$ cat src/rtl/job_dispatcher.sv
// Job dispatcher: queues ALU operand entries, streams a launched batch to the
// third-largest engine, then collects its result (or a timeout) for the consumer.
module job_dispatcher #(
  parameter int DEPTH   = 16,
  parameter int TIMEOUT = 64
) (
  input  logic                     clk,
  input  logic                     rst,
  input  logic                     in_valid,
  output logic                     in_ready,
  input  logic [7:0]               in_A,
  input  logic [7:0]               in_B,
  input  logic [3:0]               in_op,
  input  logic                     launch,
  output logic                     busy,
  output logic [$clog2(DEPTH):0]   fifo_level,
  output logic                     start,
  output logic [7:0]               count,
  output logic                     valid,
  output logic [7:0]               data_A,
  output logic [7:0]               data_B,
  output logic [3:0]               instruction,
  input  logic                     finish,
  input  logic [7:0]               third_largest,
  output logic                     res_valid,
  input  logic                     res_ready,
  output logic [7:0]               res_data,
  output logic                     res_err
);

  localparam int AW = $clog2(DEPTH);
  localparam int LW = AW + 1;
  localparam int TW = $clog2(TIMEOUT + 1);

  typedef enum logic [2:0] {
    S_IDLE,
    S_START,
    S_STREAM,
    S_WAIT,
    S_RESULT
  } state_t;

  typedef struct packed {
    logic [7:0] a;
    logic [7:0] b;
    logic [3:0] op;
  } entry_t;

  state_t          r_state;
  state_t          w_state_nxt;

  entry_t          r_mem [DEPTH];
  logic [AW-1:0]   r_wr_ptr;
  logic [AW-1:0]   r_rd_ptr;
  logic [LW-1:0]   r_level;
  logic [LW-1:0]   r_job_left;
  logic [7:0]      r_count;
  logic [TW-1:0]   r_tmo;
  logic [7:0]      r_res_data;
  logic            r_res_err;

  logic            w_push;
  logic            w_pop;
  logic            w_launch_ok;
  logic            w_tmo_hit;
  entry_t          w_head;

  // in_ready looks only at the registered level, so a full FIFO refuses a push
  // even in a cycle where STREAM is popping.
  assign in_ready    = (r_level < LW'(DEPTH));
  assign w_push      = in_valid & in_ready;
  assign w_pop       = (r_state == S_STREAM);
  assign w_launch_ok = launch && (r_level != '0);
  assign w_tmo_hit   = (r_tmo == TW'(TIMEOUT - 1));
  assign w_head      = r_mem[r_rd_ptr];

  // NOTE: the storage array has no reset; only pointers and level define what is
  // valid, and data outputs are gated by STREAM, so stale contents never escape.
  always_ff @(posedge clk) begin
    if (w_push) begin
      r_mem[r_wr_ptr] <= '{a: in_A, b: in_B, op: in_op};
    end
  end

  // NOTE: every clocked process uses non-blocking assignments so all registers
  // update from the same pre-edge values regardless of process ordering.
  always_ff @(posedge clk or posedge rst) begin
    if (rst) begin
      r_wr_ptr <= '0;
      r_rd_ptr <= '0;
      r_level  <= '0;
    end else begin
      if (w_push) r_wr_ptr <= r_wr_ptr + 1'b1;
      if (w_pop)  r_rd_ptr <= r_rd_ptr + 1'b1;
      unique case ({w_push, w_pop})
        2'b10:   r_level <= r_level + 1'b1;
        2'b01:   r_level <= r_level - 1'b1;
        default: r_level <= r_level;
      endcase
    end
  end

  always_ff @(posedge clk or posedge rst) begin
    if (rst) begin
      r_state <= S_IDLE;
    end else begin
      r_state <= w_state_nxt;
    end
  end

  // NOTE: next-state takes its default before the case so no path leaves it
  // unassigned, which would otherwise infer a latch.
  always_comb begin
    w_state_nxt = r_state;
    unique case (r_state)
      S_IDLE:   if (w_launch_ok)              w_state_nxt = S_START;
      S_START:                                w_state_nxt = S_STREAM;
      S_STREAM: if (r_job_left == LW'(1))     w_state_nxt = S_WAIT;
      S_WAIT:   if (finish || w_tmo_hit)      w_state_nxt = S_RESULT;
      S_RESULT: if (res_ready)                w_state_nxt = S_IDLE;
      default:                                w_state_nxt = S_IDLE;
    endcase
  end

  // Job length is frozen at launch; later pushes only raise the FIFO level.
  always_ff @(posedge clk or posedge rst) begin
    if (rst) begin
      r_count    <= '0;
      r_job_left <= '0;
      r_tmo      <= '0;
      r_res_data <= '0;
      r_res_err  <= 1'b0;
    end else begin
      if (r_state == S_IDLE && w_launch_ok) begin
        r_count    <= 8'(r_level);
        r_job_left <= r_level;
      end
      if (w_pop) begin
        r_job_left <= r_job_left - 1'b1;
      end

      if (r_state == S_WAIT && !finish) begin
        r_tmo <= r_tmo + 1'b1;
      end else begin
        r_tmo <= '0;
      end

      if (r_state == S_WAIT) begin
        if (finish) begin
          r_res_data <= third_largest;
          r_res_err  <= 1'b0;
        end else if (w_tmo_hit) begin
          r_res_data <= '0;
          r_res_err  <= 1'b1;
        end
      end
    end
  end

  assign busy        = (r_state != S_IDLE);
  assign start       = (r_state == S_START);
  assign valid       = (r_state == S_STREAM);
  assign data_A      = valid ? w_head.a  : '0;
  assign data_B      = valid ? w_head.b  : '0;
  assign instruction = valid ? w_head.op : '0;
  assign count       = r_count;
  assign fifo_level  = r_level;
  assign res_valid   = (r_state == S_RESULT);
  assign res_data    = r_res_data;
  assign res_err     = r_res_err;

  a_no_overflow: assert property (@(posedge clk) disable iff (rst)
    r_level <= LW'(DEPTH));
  a_no_underflow: assert property (@(posedge clk) disable iff (rst)
    w_pop |-> (r_level != '0));

endmodule

$ cat config.mk
export PLATFORM = sky130hd
export DESIGN_NAME = job_dispatcher
export DESIGN_NICKNAME = d
export VERILOG_FILES = /design/src/rtl/job_dispatcher.sv
export SDC_FILE = /design/constraint.sdc
export NUM_CORES = 1
export LEC_CHECK = 0
export ABC_AREA = 1
export CORE_MARGIN = 4
export CORE_UTILIZATION = 39
export DETAILED_ROUTE_END_ITERATION = 8
export PLACE_DENSITY = 0.64
export SYNTH_ARGS = -nofsm -noshare
export SYNTH_HDL_FRONTEND = slang
export SYNTH_SLANG_ARGS = --single-unit
$ cat constraint.sdc
create_clock -name clk -period 2.08 [get_ports clk]
set_input_delay 0.416 -clock clk [delete_from_list [all_inputs] [get_ports clk]]
set_output_delay 0.416 -clock clk [all_outputs]
set_load 0.01 [all_outputs]
# Word-level counts from Yosys, hierarchy flattened
# Memories as Yosys holds them, arrays and structs flattened.
# Cells that the tools add are included.
classes:
  n_eq_ne: 12
  magnitude_cmp: 1
  muxes: 18
  n_addsub: 6
  reduce_logical: 13
  n_bitwise: 1
ops:
  columns: ["operator", "count"]
  rows:
  - ["two-way mux 8 bit", 4]
  - ["one-hot mux 3 bit (5 select lines)", 1]
  - ["two-way mux 3 bit", 4]
  - ["two-way mux 5 bit", 2]
  - ["one-hot mux 5 bit (2 select lines)", 1]
  - ["subtractor 5 x 1 -> 5 bit, second input constant", 2]
  - ["adder 4 x 1 -> 4 bit, second input constant", 2]
  - ["adder 7 x 1 -> 7 bit, second input constant", 1]
  - ["equality test 7 x 6 -> 1 bit, second input constant", 1]
  - ["two-way mux 7 bit", 1]
  - ["equality test 3 x 2 -> 1 bit, second input constant", 2]
  - ["nonzero test 2 bit", 3]
  - ["adder 5 x 1 -> 5 bit, second input constant", 1]
  - ["equality test 5 x 1 -> 1 bit, second input constant", 1]
  - ["< comparator 5 bit, second input constant", 1]
  - ["nonzero test 5 bit", 1]
  - ["two-way mux 1 bit", 4]
  - ["two-way mux 4 bit", 1]
  - ["!= test 2 x 1 -> 1 bit, second input constant", 2]
  - ["!= test 2 bit, second input constant", 2]
  - ["AND reduction 4 bit", 1]
  - ["equality test 3 x 1 -> 1 bit, second input constant", 1]
  - ["equality test 3 bit, second input constant", 1]
  - ["logical AND 1 bit", 3]
  - ["8 further kinds", 8]
totals:
  input_bits: 34
  output_inout_bits: 47
  register_bits: 42
  ram_bits: 320
  memories: 1
  word_cells: 61
memory_table:
  columns: ["name", "words", "word_bits", "read_ports", "rd_clocked_by_memory_dff", "write_ports", "line_no", "text"]
  rows:
  - ["r_mem", 16, 20, 1, 0, 1, "52", "entry_t r_mem [DEPTH];"]

# Depth between registers and ports, before layout
logic_depth:
  ltp_word: 5
  ltp_mapped: 12
  depth_no_buf: 12

# Least setup slack after synthesis
# No wires, ideal clock.
synth_path:
  kind: "reg-to-reg"
  from: "register r_level[4], in the netlist fifo_level[4]"
  to: "memory r_mem[11][0] (netlist name) (enable)"
  setup_slack_ns: -0.180
  arrival_ns: 1.864
  period_less_slack_ns: 2.260
  n_path_buf: 0
  path_stages_with_launch: 6
  required_time_ns: 1.683
  setup_ns: 0.397
  cell_sequence: "dfrtp_1 inv_1 nand2_1 inv_1 nand2_1 nor2_1"
synth_between:
  elab_chain_cells: 4
synth_rtl:
  columns: ["element", "line_no", "text"]
  rows:
  - ["start: declaration", "55", "logic [LW-1:0] r_level;"]
  - ["start signal: assignment", "96", "2'b10: r_level <= r_level + 1'b1;"]
  - ["start signal: assignment", "97", "2'b01: r_level <= r_level - 1'b1;"]
  - ["start signal: assignment", "98", "default: r_level <= r_level;"]
  - ["< comparator 5 bit", "70", "assign in_ready = (r_level < LW'(DEPTH));"]
  - ["net in_ready", "10", "output logic in_ready,"]
  - ["AND 1 bit", "71", "assign w_push = in_valid & in_ready;"]
  - ["two-way mux 1 bit", "80", "if (w_push) begin"]
  - ["two-way mux 1 bit (not written as such)", "81", "r_mem[r_wr_ptr] <= '{a: in_A, b: in_B, op: in_op};"]
  - ["end: declaration", "52", null]
# The timed path passes the listed nets, and every way through them passes these cells.

# Worst setup path in the final report
layout_path:
  from: "register r_rd_ptr[0]"
  to: "output port data_A[6]"
layout_between:
  elab_chain_cells: 2
layout_rtl:
  columns: ["element", "line_no", "text"]
  rows:
  - ["start: declaration", "54", "logic [AW-1:0] r_rd_ptr;"]
  - ["start signal: assignment", "94", "if (w_pop) r_rd_ptr <= r_rd_ptr + 1'b1;"]
  - ["memory read (16 x 20 bit)", null, null]
  - ["two-way mux 8 bit", "163", "assign data_A = valid ? w_head.a : '0;"]
  - ["end: declaration", "20", "output logic [7:0] data_A,"]
# Every way passes these cells.

==> impl_metrics.json <==
{
  "cts_tree": "yes",
  "track_usage": 0.181,
  "grt_overflow": 0,
  "drt_iter0_markers": 926,
  "worst_pin_slew_ns": 0.683,
  "yosysSeqAreaShare": 0.680,
  "cts-root-buf": "clkbuf_16",
  "grt_max_degree": 34,
  "failed_checks": "setup timing",
  "crit_path_max_fanout": 7,
  "drc": 0,
  "die_area_um2": 43500,
  "ys_ff_latch": 362,
  "hp-class": "input port to async pin",
  "dp.cells": 2150,
  "netlist_instances": 1524,
  "die_h_um": 208,
  "power.density_nw_per_um2": 1370,
  "drive_above_1_share": 0.207,
  "syn-cell-area_um2": 15700,
  "core_area_um2": 39700,
  "p_seq_frac": 0.332,
  "cts_buffers": 38,
  "die_x_um": 208,
  "place.gp.congestion": 0.801,
  "rows": 73,
  "drv_cap": 0,
  "hold_viol": 0,
  "synth.area.top_cells": "edfxtp_1 (61%), nand2_1 (13%), nand3_1 (7.1%), dfrtp_1 (6.7%), inv_1 (4.6%)",
  "first_pass_iters": 8,
  "yosysWarningCount": 0,
  "pin_count": 81,
  "period_needed_ns": 2.64,
  "io_buffers": 77,
  "p_int_uw": 17700,
  "synth.largest_area_cell": "edfxtp_1",
  "viasPerCell": 5.02,
  "relSlewSlack": 0.543,
  "yosys.area.top_type_share": 0.613,
  "crit_path_max_incr_delay_ns": 0.57,
  "drt_wl_total_mm": 41.0,
  "status": "finished with violations",
  "worst_slack_ns": -0.564,
  "start_util": 0.394,
  "clock_latency_ns": 0.53,
  "fin_skew_ns": 0.0143,
  "fmax_mhz": 378,
  "syn_to_final_growth_pct": 29.1,
  "htreeDepth": 2,
  "p_total_uw": 27700,
  "synth_area_per_cell_um2": 10.3,
  "grt_pass1_vias": 10900,
  "vias": 11300,
  "comb_power_share": 0.432,
  "fin_nets": 1739,
  "clock-sinks": 362,
  "clk_pin_slew_ns": 0.06,
  "antenna_found_initial": 1,
  "final_cell_mix": "nand2_1 (517), edfxtp_1 (320), inv_1 (189), nand3_1 (157), nand3_2 (66)",
  "rsz0062_at_grt": "yes",
  "slowest_stage": "dfrtp_4",
  "leakage_uw": 0.00856,
  "crit_chain": "inv_12 -> buf_12 -> buf_16 -> nand2_2 -> nand2_2 -> nand2_1 -> nand3_2 -> nand3_2 -> a21oi_2 -> buf_4 -> buf_6",
  "setup_violations": 20,
  "pwr-share-clk": 0.236,
  "wl_per_cell_um": 18.2,
  "ir_worst_vdd_mv": 0.838,
  "fin_crit_sh": 1.27,
  "clockBufferDepth": 3,
  "layout_commonest_cell": "nand2_1",
  "finalSetupTns_ns": -9.80,
  "netSwitchingPower_uw": 9960,
  "grt_first_pass_wirelength_mm": 62.4,
  "start_kind": "flip-flop",
  "yosysUniqueCellTypes": 27,
  "instances_no_fill": 2246,
  "place_hpwl_mm": 23.0,
  "ant_nets": 0,
  "crit_arrival_ns": 2.23,
  "slew_violations": 0,
  "path_class": "flip-flop to output pin",
  "endpoint_kind": "output pin",
  "required_ns": 1.66,
  "p_sw_frac": 0.360,
  "reg2reg_depth": 13
}
## per-stage QoR
stage | worst slack, ns | hold slack, ns | area [um2] | utilization
floorplan | -0.180 | 0.433 | 15700 | -
global placement | -0.485 | 0.447 | 17900 | 0.451
detailed placement | -0.493 | 0.458 | 17900 | 0.451
CTS | -0.572 | 0.197 | 19700 | 0.496
global route | -0.629 | 0.233 | 20200 | 0.509
finish | -0.564 | 0.200 | 20200 | 0.509
## cells in the mapped netlist
| cell type | n |
|---|---|
| conb_1 | 1 |
| o21ai_1 | 1 |
| or2_2 | 1 |
| xnor2_1 | 2 |
| dfrtp_1 | 42 |
| nor2_1 | 30 |
| nor2_4 | 2 |
| ha_1 | 12 |
| buf_1 | 6 |
| nand3_1 | 222 |
| buf_2 | 27 |
| o21bai_1 | 2 |
| nand3_2 | 1 |
| buf_4 | 10 |
| edfxtp_1 | 320 |
| inv_2 | 4 |
| a21oi_1 | 24 |
| clkbuf_1 | 28 |
| buf_6 | 3 |
| nor3_1 | 2 |
| o21ai_0 | 19 |
| a211oi_1 | 1 |
| nand2_1 | 556 |
| nand4_1 | 4 |
| a21o_1 | 1 |
| xor2_1 | 11 |
| inv_1 | 192 |
## power by group through the flow
stage	clock [uW]	sequential [uW]	combinational, uW
after floorplan	0	9270	5470
after global routing	7000	9260	13000
after CTS	6660	9170	11000
after global placement	0	9260	9480
after detailed placement	0	9280	9580
final	6540	9190	12000
## metal layers
metal | vias up | wire length [um] | track usage | share of wire
li1 | 5303 | - | - | -
met1 | 5502 | 16700 | 0.233 | 0.41
met2 | 396 | 20700 | 0.317 | 0.50
met3 | 77 | 2490 | 0.0282 | 0.061
met4 | 0 | 1100 | 0.0541 | 0.027
met5 | - | 0 | 0 | 0
## cells by family (layout without fill, tap and decap cells)
family,Yosys count,count (layout),synth area share
simple gates,818,818,0.216
flops,362,362,0.680
buf+inv,270,464,0.0707
compound gates,48,48,0.0160
xor+xnor,13,13,0.00727
fa+ha+maj,12,12,0.00958
other cells,1,4,0.000239
## final cells by class
cell class                      instances  area [um2]
Timing Repair Buffer                  200        2430
Tap cell                              525         657
Sequential cell                       362       10700
Clock inverter                         17         129
Inverter                              196         748
Clock buffer                           50        1070
Fill cell                            3410       19500
Timing Repair inverter                  1        8.76
Antenna cell                            1        2.50
Multi-Input combinational cell        894        4520
## worst max-delay path, delay by kind of cell, from the launching register on
kind                   cells  cell delay, ns
DFF                        1            0.57
buffers and inverters      5            0.66
and+or+nand+nor            5            0.30
AOI/OAI and AO/OA          1            0.18
## flip-flops by register name, indices dropped and copies added, names as in the netlist
| name | count |
|---|---|
| r_wr_ptr | 4 |
| r_job_left | 5 |
| r_mem | 320 |
| res_err | 1 |
| fifo_level | 5 |
| res_data | 8 |
| r_state | 3 |
| r_rd_ptr | 4 |
| count | 5 |
| r_tmo | 7 |
## final timing paths
kind	from	endpoint	slack [ns]
worst max-delay path	r_rd_ptr[0]	data_A[6]	-0.56
worst min-delay path	rst	res_data[3]	0.20
worst max register to register	r_state[2]	fifo_level[4]	0.13
worst min register to register	r_tmo[0]	r_tmo[0]	0.46
max in group asynchronous	rst	r_rd_ptr[0]	1.35
min in group clk	third_largest[1]	res_data[1]	0.44
## repair_timing
action / CTS / global route
pin swaps: 40 / 50
setup buffers: 10 / 6
hold buffers: 0 / 0
resized for setup: 168 / 109
endpoints found under the setup margin: 25 / 25
cloned: 9 / 5
Note: power is estimated with default switching activity, not from simulation.
